## src/rtl/sdram_ctrl_fsm_if.sv

```systemverilog
// System-side handshake and state bundle between the SDRAM control FSM and its users.
interface sdram_ctrl_fsm_if;
    logic        sys_wr_req;
    logic        sys_rd_req;
    logic [8:0]  sdwr_bytes;
    logic [8:0]  sdrd_bytes;
    logic [3:0]  init_state;
    logic [3:0]  work_state;
    logic [15:0] cnt_clk;
    logic        sys_r_wn;
    logic        sdram_busy;
    logic        sdram_wr_ack;
    logic        sdram_rd_ack;
    logic        init_done;

    modport master (
        output sys_wr_req, sys_rd_req, sdwr_bytes, sdrd_bytes,
        input  init_state, work_state, cnt_clk, sys_r_wn,
               sdram_busy, sdram_wr_ack, sdram_rd_ack, init_done
    );

    modport slave (
        input  sys_wr_req, sys_rd_req, sdwr_bytes, sdrd_bytes,
        output init_state, work_state, cnt_clk, sys_r_wn,
               sdram_busy, sdram_wr_ack, sdram_rd_ack, init_done
    );
endinterface

```

## src/rtl/sdram_ctrl_fsm.sv

```systemverilog
// SDRAM control FSM: power-up init, then fixed-priority refresh/write/read arbitration
// with registered state, dwell counter and system-side strobes.
module sdram_ctrl_fsm #(
    parameter int T_POWERUP = 20000,
    parameter int T_RP      = 3,
    parameter int T_RFC     = 7,
    parameter int T_MRD     = 2,
    parameter int T_RCD     = 3,
    parameter int CL        = 3,
    parameter int T_DAL     = 5,
    parameter int T_REF     = 780
) (
    input  logic               clk_100m,
    input  logic               rst,
    sdram_ctrl_fsm_if.slave    bus
);
    typedef enum logic [3:0] {
        I_NOP = 4'd0, I_PRECHARGE = 4'd1, I_TRP = 4'd2, I_AUTO_REFRESH1 = 4'd3,
        I_TRF1 = 4'd4, I_AUTO_REFRESH2 = 4'd5, I_TRF2 = 4'd6, I_MRS = 4'd7,
        I_TMRD = 4'd8, I_DONE = 4'd9
    } init_t;

    typedef enum logic [3:0] {
        W_IDLE = 4'd0, W_ACTIVE = 4'd1, W_TRCD = 4'd2, W_READ = 4'd3, W_CL = 4'd4,
        W_RD = 4'd5, W_WRITE = 4'd6, W_WD = 4'd7, W_TDAL = 4'd8, W_AR = 4'd9,
        W_TRFC = 4'd10
    } work_t;

    init_t       init_q, init_d;
    work_t       work_q, work_d;
    logic [15:0] cnt_q, cnt_d;
    logic [15:0] ref_q, ref_d;
    logic [9:0]  len_q, len_d;
    logic        rwn_q, rwn_d;
    logic        pend_q, pend_d;
    logic        wack_q, rack_q, busy_q, done_q;

    function automatic logic [9:0] burst_len(input logic [8:0] b);
        return (b == 9'd0) ? 10'd512 : {1'b0, b};
    endfunction

    function automatic logic dwell_done(input logic [15:0] cnt, input int t);
        return cnt == 16'(t - 1);
    endfunction

    always_comb begin
        init_d = init_q;
        work_d = work_q;
        len_d  = len_q;
        rwn_d  = rwn_q;
        ref_d  = ref_q;
        pend_d = pend_q;

        case (init_q)
            I_NOP:           if (dwell_done(cnt_q, T_POWERUP)) init_d = I_PRECHARGE;
            I_PRECHARGE:     init_d = I_TRP;
            I_TRP:           if (dwell_done(cnt_q, T_RP)) init_d = I_AUTO_REFRESH1;
            I_AUTO_REFRESH1: init_d = I_TRF1;
            I_TRF1:          if (dwell_done(cnt_q, T_RFC)) init_d = I_AUTO_REFRESH2;
            I_AUTO_REFRESH2: init_d = I_TRF2;
            I_TRF2:          if (dwell_done(cnt_q, T_RFC)) init_d = I_MRS;
            I_MRS:           init_d = I_TMRD;
            I_TMRD:          if (dwell_done(cnt_q, T_MRD)) init_d = I_DONE;
            default:         init_d = I_DONE;
        endcase

        if (init_q != I_DONE) begin
            work_d = W_IDLE;
        end else begin
            case (work_q)
                W_IDLE: begin
                    if (pend_q) begin
                        work_d = W_AR;
                    end else if (bus.sys_wr_req) begin
                        work_d = W_ACTIVE;
                        len_d  = burst_len(bus.sdwr_bytes);
                        rwn_d  = 1'b1;
                    end else if (bus.sys_rd_req) begin
                        work_d = W_ACTIVE;
                        len_d  = burst_len(bus.sdrd_bytes);
                        rwn_d  = 1'b0;
                    end
                end
                W_ACTIVE: work_d = W_TRCD;
                W_TRCD:   if (dwell_done(cnt_q, T_RCD)) work_d = rwn_q ? W_WRITE : W_READ;
                // The WRITE cycle itself carries the first word, so WD covers N-1.
                W_WRITE:  work_d = (len_q == 10'd1) ? W_TDAL : W_WD;
                W_WD:     if (cnt_q == {6'd0, len_q} - 16'd2) work_d = W_TDAL;
                W_READ:   work_d = W_CL;
                W_CL:     if (dwell_done(cnt_q, CL)) work_d = W_RD;
                W_RD:     if (cnt_q == {6'd0, len_q} - 16'd1) work_d = W_TDAL;
                W_TDAL:   if (dwell_done(cnt_q, rwn_q ? T_DAL : T_RP)) work_d = W_IDLE;
                W_AR:     work_d = W_TRFC;
                W_TRFC:   if (dwell_done(cnt_q, T_RFC)) work_d = W_IDLE;
                default:  work_d = W_IDLE;
            endcase
        end

        if (init_d != init_q || work_d != work_q)
            cnt_d = 16'd0;
        else
            cnt_d = (cnt_q == 16'hffff) ? cnt_q : cnt_q + 16'd1;

        // A tick landing on the same cycle as W_AR entry re-arms pending.
        if (work_d == W_AR && work_q != W_AR) pend_d = 1'b0;
        if (init_q == I_DONE) begin
            if (ref_q == 16'(T_REF - 1)) begin
                ref_d  = 16'd0;
                pend_d = 1'b1;
            end else begin
                ref_d = ref_q + 16'd1;
            end
        end
    end

    always_ff @(posedge clk_100m) begin
        if (rst) begin
            init_q <= I_NOP;
            work_q <= W_IDLE;
            cnt_q  <= 16'd0;
            ref_q  <= 16'd0;
            rwn_q  <= 1'b1;
            pend_q <= 1'b0;
            wack_q <= 1'b0;
            rack_q <= 1'b0;
            busy_q <= 1'b1;
            done_q <= 1'b0;
        end else begin
            init_q <= init_d;
            work_q <= work_d;
            cnt_q  <= cnt_d;
            ref_q  <= ref_d;
            rwn_q  <= rwn_d;
            pend_q <= pend_d;
            wack_q <= (work_d == W_WRITE) || (work_d == W_WD);
            rack_q <= (work_d == W_RD);
            busy_q <= !((init_d == I_DONE) && (work_d == W_IDLE));
            done_q <= (init_d == I_DONE);
        end
    end

    always_ff @(posedge clk_100m) begin
        len_q <= len_d;
    end

    assign bus.init_state   = init_q;
    assign bus.work_state   = work_q;
    assign bus.cnt_clk      = cnt_q;
    assign bus.sys_r_wn     = rwn_q;
    assign bus.sdram_busy   = busy_q;
    assign bus.sdram_wr_ack = wack_q;
    assign bus.sdram_rd_ack = rack_q;
    assign bus.init_done    = done_q;
endmodule

```

## src/flat_wrapper.sv

```systemverilog
// flat-port wrapper written by rule: the top's interface ports become plain ports
module sdram_ctrl_fsm_flat 
#(
    parameter int T_POWERUP = 20000,
    parameter int T_RP      = 3,
    parameter int T_RFC     = 7,
    parameter int T_MRD     = 2,
    parameter int T_RCD     = 3,
    parameter int CL        = 3,
    parameter int T_DAL     = 5,
    parameter int T_REF     = 780
)
  (clk_100m, rst, bus_sys_wr_req, bus_sys_rd_req, bus_sdwr_bytes, bus_sdrd_bytes, bus_init_state, bus_work_state, bus_cnt_clk, bus_sys_r_wn, bus_sdram_busy, bus_sdram_wr_ack, bus_sdram_rd_ack, bus_init_done);
  sdram_ctrl_fsm_if bus_i ();
  input  logic clk_100m;
  input  logic rst;
  input wire logic [$bits(bus_i.sys_wr_req)-1:0] bus_sys_wr_req;
  input wire logic [$bits(bus_i.sys_rd_req)-1:0] bus_sys_rd_req;
  input wire logic [$bits(bus_i.sdwr_bytes)-1:0] bus_sdwr_bytes;
  input wire logic [$bits(bus_i.sdrd_bytes)-1:0] bus_sdrd_bytes;
  output wire logic [$bits(bus_i.init_state)-1:0] bus_init_state;
  output wire logic [$bits(bus_i.work_state)-1:0] bus_work_state;
  output wire logic [$bits(bus_i.cnt_clk)-1:0] bus_cnt_clk;
  output wire logic [$bits(bus_i.sys_r_wn)-1:0] bus_sys_r_wn;
  output wire logic [$bits(bus_i.sdram_busy)-1:0] bus_sdram_busy;
  output wire logic [$bits(bus_i.sdram_wr_ack)-1:0] bus_sdram_wr_ack;
  output wire logic [$bits(bus_i.sdram_rd_ack)-1:0] bus_sdram_rd_ack;
  output wire logic [$bits(bus_i.init_done)-1:0] bus_init_done;
  assign bus_i.sys_wr_req = bus_sys_wr_req;
  assign bus_i.sys_rd_req = bus_sys_rd_req;
  assign bus_i.sdwr_bytes = bus_sdwr_bytes;
  assign bus_i.sdrd_bytes = bus_sdrd_bytes;
  assign bus_init_state = bus_i.init_state;
  assign bus_work_state = bus_i.work_state;
  assign bus_cnt_clk = bus_i.cnt_clk;
  assign bus_sys_r_wn = bus_i.sys_r_wn;
  assign bus_sdram_busy = bus_i.sdram_busy;
  assign bus_sdram_wr_ack = bus_i.sdram_wr_ack;
  assign bus_sdram_rd_ack = bus_i.sdram_rd_ack;
  assign bus_init_done = bus_i.init_done;
  sdram_ctrl_fsm #(.T_POWERUP(T_POWERUP), .T_RP(T_RP), .T_RFC(T_RFC), .T_MRD(T_MRD), .T_RCD(T_RCD), .CL(CL), .T_DAL(T_DAL), .T_REF(T_REF)) u_core (.clk_100m(clk_100m), .rst(rst), .bus(bus_i));
endmodule
```

## config.mk

```make
export PLATFORM = sky130hd
export DESIGN_NAME = sdram_ctrl_fsm_flat
export DESIGN_NICKNAME = d
export VERILOG_FILES = /design/src/rtl/sdram_ctrl_fsm_if.sv /design/src/rtl/sdram_ctrl_fsm.sv /design/src/flat_wrapper.sv
export SDC_FILE = /design/constraint.sdc
export NUM_CORES = 1
export LEC_CHECK = 0
export ABC_AREA = 1
export CAP_MARGIN = 20
export CORE_MARGIN = 5
export CORE_UTILIZATION = 40
export DETAILED_ROUTE_END_ITERATION = 10
export GPL_TIMING_DRIVEN = 0
export PLACE_DENSITY = 0.67
export SYNTH_ARGS = -nofsm -noshare
export SYNTH_HDL_FRONTEND = slang
export SYNTH_SLANG_ARGS = --single-unit
export TNS_END_PERCENT = 50
```

## constraint.sdc

```tcl
create_clock -name clk_100m -period 3.3 [get_ports clk_100m]
set_input_delay 0.33 -clock clk_100m [delete_from_list [all_inputs] [get_ports clk_100m]]
set_output_delay 0.33 -clock clk_100m [all_outputs]
set_load 0.02 [all_outputs]
```

Word-level counts from Yosys, hierarchy flattened
Cells that the tools add are included.
{"block": "word_totals", "ff_bits": 56, "input_bits": 22, "output_inout_bits": 29, "elab_cells": 99}
{"block": "classes", "addsub": 5, "n_eq_ne": 38, "n_mux": 30, "bitwise_logic": 2, "reduce_logical": 13}
{"op": "$mux 4", "n": 16}
{"op": "$eq 16x16->1", "n": 3}
{"op": "$eq 4x3->1 const B", "n": 11}
{"op": "$pmux 4 s11", "n": 1}
{"op": "$mux 10", "n": 4}
{"op": "$pmux 4 s9", "n": 1}
{"op": "$add 16x1->16 const B", "n": 2}
{"op": "$eq 4x4->1 const B", "n": 7}
{"op": "$logic_not 9->1", "n": 2}
{"op": "$eq 16x1->1 const B", "n": 1}
{"op": "$eq 16x10->1 const B", "n": 1}
{"op": "$eq 16x15->1 const B", "n": 1}
{"op": "$eq 16x16->1 const B", "n": 1}
{"op": "$eq 16x2->1 const B", "n": 1}
{"op": "$eq 16x3->1 const B", "n": 1}
{"op": "$eq 4x2->1 const B", "n": 4}
{"op": "$mux 16", "n": 1}
{"op": "$sub 16x2->16 const B", "n": 1}
{"op": "$logic_not 4->1", "n": 3}
{"op": "$sub 10x1->11 const B", "n": 1}
{"op": "$sub 10x2->11 const B", "n": 1}
{"op": "$eq 10x1->1 const B", "n": 1}
{"op": "$eq 4x1->1 const B", "n": 2}
{"op": "$ne 4x4->1", "n": 2}
{"op": "other kinds (10)", "n": 19}

Depth between registers and ports, before layout
Gate-level depths: netlist of run 1.
{"block": "depth", "word_depth": 11, "mapped_depth": 20, "mapped_depth_nobuf": 19}

Least setup slack after synthesis of run 1
No wires, ideal clock.
{"block": "synth_timing", "path_kind": "register to register", "startpoint": "reg u_core.init_q[0] (netlist: u_core.bus.init_state[0])", "endpoint": "reg u_core.len_q[0] (enable)", "setup_ps": 409, "t_arrival_ps": 2088, "required_time_ps": 2891, "path_slack_ps": 803, "path_stages_with_launch": 6, "path_buffers": 1, "period_less_slack_ps": 2497, "cell_sequence": "dfxtp_1 -> nand2_1 -> inv_1 -> nand2_1 -> buf_2 -> nor4_1"}
{"block": "synth_between", "elab_chain_cells": 3}
{"item": "start: declaration", "line": "sdram_ctrl_fsm.sv:29", "text": "init_t init_q, init_d;"}
{"item": "start signal: assignment", "line": "sdram_ctrl_fsm.sv:129", "text": "init_q <= init_d;"}
{"item": "$ne 4x4->1", "line": "sdram_ctrl_fsm.sv:67", "text": "if (init_q != I_DONE) begin"}
{"item": "$not 1->1 (no source line)"}
{"item": "$reduce_and 4->1 (no source line)"}
{"item": "end signal: assignment", "line": "sdram_ctrl_fsm.sv:143", "text": "len_q <= len_d;"}
{"item": "end: declaration", "line": "sdram_ctrl_fsm.sv:33", "text": "logic [9:0] len_q, len_d;"}
Every way passes these cells.
A chain may end at the register's enable or synchronous reset.

Worst setup path after layout of run 1
{"block": "layout_timing", "startpoint": "reg u_core.len_q[1]", "endpoint": "reg u_core.cnt_q[5] (netlist: u_core.bus.cnt_clk[5])"}
{"block": "layout_between", "elab_chain_cells": 8, "elab_cells_between_ends": 13, "classes_between": "add/sub: 2; eq/ne: 4; mux: 5; reduce/logical: 2"}
{"item": "$sub 10x1->11 / $sub 10x2->11 (equally long branches)", "line": "sdram_ctrl_fsm.sv:91, sdram_ctrl_fsm.sv:88"}
{"item": "$eq 16x16->1, on equally long branches", "line": "sdram_ctrl_fsm.sv:91, sdram_ctrl_fsm.sv:88"}
{"item": "$mux 4, on equally long branches", "line": "sdram_ctrl_fsm.sv:91, sdram_ctrl_fsm.sv:88"}
{"item": "$pmux 4 s11 *", "line": "sdram_ctrl_fsm.sv:70", "text": "case (work_q)"}
{"item": "$mux 4 *", "line": "sdram_ctrl_fsm.sv:67"}
{"item": "$ne 4x4->1 *", "line": "sdram_ctrl_fsm.sv:99", "text": "if (init_d != init_q || work_d != work_q)"}
{"item": "$logic_or 1x1->1 *", "line": "sdram_ctrl_fsm.sv:99"}
{"item": "$reduce_or 2->1 (no source line) *"}
{"item": "end signal: assignment", "line": "sdram_ctrl_fsm.sv:131", "text": "cnt_q <= cnt_d;"}
{"item": "end: declaration", "line": "sdram_ctrl_fsm.sv:31", "text": "logic [15:0] cnt_q, cnt_d;"}
Every way passes the cells marked *; elsewhere a longest branch is shown, timed or not.

==> flow_summary.toml, run 1 <==
[outcome]
status = "finished, final reports clean"

[synth]
synthArstFlopShare = 0
synth.avg_cell_area_um2 = 6.756
synth_area_leader_cell = "dfxtp_1"
synth_area_leaders = "dfxtp_1, nand2_1, nor2_1, edfxtp_1, inv_1"
synth_top_area_frac = 0.2330
synthCells = 585
synthFlopType = "dfxtp_1"
synth_warnings = 0
netlist_top_cells_count = "nand2_1, nor2_1, inv_1"
yosysUniqueCellTypes = 41
synth_enable_flop_cells = 10
synth_most_common_cell = "nand2_1"
synth_seq_area_share = 0.3090
syn_area_um2 = 3953
syn_nets = 614
ys_seq_elements = 56

[sta]
rsz0062_at_grt = "false"
finalClockSkew_ns = 0.009773
min_period_ns = 2.817
maxSlewHeadroom = 0.5949
tightest_slew_ns = 0.6021
holdWs_ns = 0.5168
tns_ns = 0
hold_violations = 0
layout_setup_ws_ns = 0.4834
post-route-period-util = 0.8535
maxSlewViolCount = 0
fmax_mhz = 355.0
setup-violations-final = 0

[finish]
fin_cells = 777
diodes = 0
final_cell_area_um2 = 4736
fin_util = 0.4890
synthToLayoutAreaGrowth_pct = 19.82
drive_gt1_frac = 0.1134
nets = 672

[pwr]
p_comb_frac = 0.096
p_total_mw = 1.234
intPower_mw = 0.9505
p_switching_mw = 0.2830
power_frac_clock = 0.335
swShare = 0.2294
p_leak_nw = 1.977
powerDensity_nw_per_um2 = 260.5
peakVddDrop_v = 0.0001628
pwr-share-seq = 0.569

[cts]
cts_buffers = 5
cts_tree = "yes"
cts-root-buf = "clkbuf_8"
cts.path.max_buffers = 2
cts_sinks = 56
clk_pin_slew_ns = 0.09
cts_resized = 0
htree_levels = 2
hold_buffers = 0
postCtsSetupBuffers = 0
insertion_delay_ns = 0.31

[worst_setup_path]
path_buf_inv = 3
path_delay_family = "simple AND/OR/NAND/NOR gates"
crit_fanout = 10
worst_path_max_delay_cell = "edfxtp_1"
worstSetupPathDepth = 18
rr_endpoint = "u_core.bus.cnt_clk[5]"
max_stage_delay_ns = 0.43
path_class = "reg2reg"
required_ns = 3.50
arrival_ns = 3.02
critPathLaunchType = "flip-flop"
crit_chain = "inv_1, ha_1, inv_1, nor2_1, nand3_1, nand2_1, nand2_1, nor2_1, nand3_1, nand2_1, nand4_1, nand2_1, nand2_1, nand2_1, nor2_4, nand2_4, buf_12, nor2_4"
end_kind = "flip-flop"
rr_startpoint = "u_core.len_q[1]"
cp-startpoint = "u_core.len_q[1]"
rr_worst_depth = 18
critPathCapture = "u_core.bus.cnt_clk[5]"
rrSetupSlack_ns = 0.48
cp_common_cell = "nand2_1"

[global_route]
grt_max_degree = 17
grt_pass1_wl_um = 17700
antenna_found_initial = 0
overflow = 0
first_global_vias = 3775
grt_usage = 0.1846

[route]
viasPerCell = 5.027
firstDrtPassIters = 4
routedWlPerCell_um = 13.49
ant_nets = 0
drt-initial-drc-count = 264
vias = 3906
drc = 0
drt-total-wl_um = 10490

[placement]
dpl_cell_area_um2 = 4633
hpwl_um = 8629
gp_congestion = 0.9146
post-place-ws_ns = 0.4727
placedCellCount = 769
place.port_buffers = 50

[floorplan]
num_rows = 36
die_area_um2 = 11970
initial_utilization = 0.4081
core_area_um2 = 9684
die_h_um = 109.4
ios = 51
die_w_um = 109.4

[run]
maxCapViolations = 0

[hold_path]
hold_class = "reg2reg"
cell families (layout without fill, tap and decap cells):
group           Yosys count  in the layout  synth area share
simple gates            356            356            0.4391
buf+inv                  84            143           0.08705
compound gates           58             58           0.08768
flops                    56             56            0.3090
xor+xnor                 21             21           0.04653
fa+ha+maj                 7              7           0.02216
mux                       3              3          0.008546
metal layers:
layer  wire [um]  vias to the layer above  track usage
met3         424                        9      0.02290
met4          97                        0      0.04007
li1            -                     2021            -
met5           0                        -            0
met2        5005                       73       0.3208
met1        4957                     1803       0.2448
layout make-up:
cell class                      instances  area [um^2]
Buffer                                 12        73.82
Clock buffer                            7        97.59
Clock inverter                          1        5.005
Fill cell                             985         4949
Inverter                               72        270.3
Multi-Input combinational cell        445         2394
Sequential cell                        56         1221
Tap cell                              133        166.4
Timing Repair Buffer                   51        508.0
how the worst min path moves through the flow:
stage	from	endpoint	slack [ns]	cells after the start
after floorplan	u_core.pend_q	u_core.pend_q	0.46	2
after global placement	u_core.pend_q	u_core.pend_q	0.48	2
after detailed placement	u_core.ref_q[5]	u_core.ref_q[5]	0.51	2
after CTS	u_core.ref_q[5]	u_core.ref_q[5]	0.52	2
after global routing	u_core.ref_q[7]	u_core.ref_q[7]	0.57	2
final	u_core.ref_q[5]	u_core.ref_q[5]	0.52	2
power by group through the flow:
| stage | Sequential [mW] | Clock (mW) | Combinational, mW |
|---|---|---|---|
| floorplan | 0.720 | 0 | 0.0648 |
| finish | 0.702 | 0.413 | 0.118 |
| global route | 0.703 | 0.464 | 0.130 |
| CTS | 0.702 | 0.426 | 0.119 |
| detailed placement | 0.718 | 0 | 0.118 |
| global placement | 0.718 | 0 | 0.116 |
registers in the layout, summed over array words and instances (netlist names):
signal	cells
u_core.bus.cnt_clk	16
u_core.ref_q	16
u_core.len_q	10
u_core.bus.init_state	4
u_core.bus.work_state	4
u_core.bus.init_done	1
u_core.bus.sdram_busy	1
u_core.bus.sdram_rd_ack	1
u_core.bus.sdram_wr_ack	1
u_core.bus.sys_r_wn	1
u_core.pend_q	1
worst reg2reg max path, cell delays in order, from the launching register on:
cell and delay [ns]:
edfxtp_1 0.43, inv_1 0.20, ha_1 0.30, inv_1 0.10, nor2_1 0.23, nand3_1 0.10
nand2_1 0.11, nand2_1 0.06, nor2_1 0.11, nand3_1 0.09, nand2_1 0.12, nand4_1 0.18
nand2_1 0.12, nand2_1 0.05, nand2_1 0.10, nor2_4 0.04, nand2_4 0.12, buf_12 0.19
nor2_4 0.04
placed cells by master (no fill, tap or decap), types with 16 or more instances in the layout:
| master | instances |
|---|---|
| nand3_1 | 44 |
| dfxtp_1 | 46 |
| xor2_1 | 16 |
| nor3_1 | 16 |
| a21oi_1 | 23 |
| clkdlybuf4s50_1 | 50 |
| inv_1 | 63 |
| nand2_1 | 136 |
| nor2_1 | 87 |
| nor2_4 | 17 |
Power figures use the tool's default switching activity.
==> inputs of run 2 (changes only) <==
CTS_CLUSTER_SIZE = 24   (was default)
==> results of run 2 <==
The final DEF is identical to that of run 1; final timing and power are the same.
==> inputs of run 3 (changes only) <==
MAX_ROUTING_LAYER = met4   (was default)
SLEW_MARGIN = 20   (was default)
==> run 3 against run 2 <==
Compared with the run above: cell count unchanged; setup slack worse by 0.047 ns; clock-buffer cell count shrank 2; global-route usage rose by 0.12 points; flip-flop and latch count unchanged; first-iteration DRC count decreased by 22%; utilization shrank 0.14 points; die area stayed put; wire length shrank 0.24%; non-clock buffer count did not move; register-to-register slack lost 0.05 ns; via count up 1.2%; highest routed layer unchanged.
==> flow_summary.toml, run 3 (same netlist as run 1, synthesis figures left out) <==
[worst_setup_path]
max_stage_delay_ns = 0.50
path_delay_family = "simple AND/OR/NAND/NOR gates"
critPathLaunchType = "flip-flop"
required_ns = 3.50
path_class = "reg2reg"
cp_common_cell = "nand2_1"
crit_fanout = 10
worst_path_max_delay_cell = "edfxtp_1"
crit_chain = "inv_1, ha_1, inv_1, nor2_2, nand2_1, o21ai_0, nand3_1, nor2_1, nand3_1, nand2_1, nand4_1, nand2_1, nand2_1, nand2_1, nor2_4, nand2_4, buf_12, nor2_4"
arrival_ns = 3.06
path_buf_inv = 3
end_kind = "flip-flop"

[cts]
cts_resized = 0
cts_sinks = 56
cts_buffers = 5
insertion_delay_ns = 0.31
postCtsSetupBuffers = 0
cts.path.max_buffers = 2
hold_buffers = 0
clk_pin_slew_ns = 0.11
htree_levels = 2
cts-root-buf = "clkbuf_8"
cts_tree = "yes"

[global_route]
first_global_vias = 3593
grt_usage = 0.1858
antenna_found_initial = 0
grt_pass1_wl_um = 17330
grt_max_degree = 19
overflow = 0

[floorplan]
die_area_um2 = 11970
initial_utilization = 0.4081
ios = 51
die_h_um = 109.4
num_rows = 36
core_area_um2 = 9684
die_w_um = 109.4

[route]
routedWlPerCell_um = 13.46
routed.top_layer = "met4"
drt-initial-drc-count = 206
dr_wl_met3_um = 472
dr_wl_met2_um = 4958
m1WireLength_um = 4894
drt-total-wl_um = 10460
firstDrtPassIters = 5
drc = 0
viasPerCell = 5.085
ant_nets = 0
vias = 3951

[pwr]
peakVddDrop_v = 0.0001838
p_total_mw = 1.210
powerDensity_nw_per_um2 = 256.1
p_leak_nw = 1.973

[finish]
drive_gt1_frac = 0.1149
diodes = 0
final_cell_mix = "nand2_1, nor2_1, inv_1"
fin_util = 0.4876
final_common_cell = "nand2_1"
nets = 672
synthToLayoutAreaGrowth_pct = 19.47

[sta]
tns_ns = 0
maxSlewHeadroom = 0.5076
finalClockSkew_ns = 0.01337
min_period_ns = 2.863
maxSlewViolCount = 0
setup-violations-final = 0
rsz0062_at_grt = "false"
post-route-period-util = 0.8676
hold_violations = 0
fmax_mhz = 349.3
tightest_slew_ns = 0.7326
holdWs_ns = 0.5176

[run]
maxCapViolations = 0

[hold_path]
hold_class = "reg2reg"

[placement]
hpwl_um = 8553
gp_congestion = 0.9386
place.port_buffers = 50

[outcome]
status = "finished, final reports clean"
-- run 3: cell types whose count changed in the layout (fill, tap and decap cells not counted), sizes merged --
| cell | change |
|---|---|
| clkbuf | -2 |
| inv | +2 |
-- run 3: cell type report --
class | instances | area, um^2
Multi-Input combinational cell | 445 | 2394
Clock inverter | 3 | 20.02
Tap cell | 133 | 166.4
Buffer | 12 | 73.82
Timing Repair Buffer | 51 | 508.0
Sequential cell | 56 | 1221
Inverter | 72 | 270.3
Fill cell | 958 | 4962
Clock buffer | 5 | 68.82
-- run 3: worst register-to-register path, stage by stage (launching register included) --
cell	delay (ns)
edfxtp_1	0.50
inv_1	0.16
ha_1	0.28
inv_1	0.09
nor2_2	0.14
nand2_1	0.12
o21ai_0	0.16
nand3_1	0.10
nor2_1	0.10
nand3_1	0.10
nand2_1	0.12
nand4_1	0.19
nand2_1	0.13
nand2_1	0.05
nand2_1	0.10
nor2_4	0.04
nand2_4	0.12
buf_12	0.19
nor2_4	0.04
-- run 3: path summary, 6_finish.rpt --
kind,startpoint,endpoint,slack [ns],cells past startpoint
max,u_core.len_q[2],u_core.bus.cnt_clk[6],0.44,18
min,u_core.ref_q[5],u_core.ref_q[5],0.52,2
max reg2reg,u_core.len_q[2],u_core.bus.cnt_clk[6],0.44,18
min reg2reg,u_core.ref_q[5],u_core.ref_q[5],0.52,2
-- run 3: report_power, final --
group | switching (mW) | total, mW | internal [mW]
clock | 0.237 | 0.390 | 0.152
combinational | 0.0612 | 0.118 | 0.0568
sequential | 0.00354 | 0.702 | 0.698
total | 0.302 | 1.21 | 0.907
-- run 3: metal layers --
layer  up-vias  global-route usage
met4         0             0.04096
met3        14             0.02173
met2        91              0.3021
met1      1824              0.2493
met5         -                   -
li1       2022                   -
-- run 3: metrics by stage --
step	instance area, um^2	setup slack [ns]	instances
6_report	4722	0.4368	777
4_1_cts	4722	0.4507	777
3_3_place_gp	4619	0.2167	768
3_5_place_dp	4633	0.4534	769
5_1_grt	4722	0.1245	777
2_1_floorplan	3953	0.8028	585
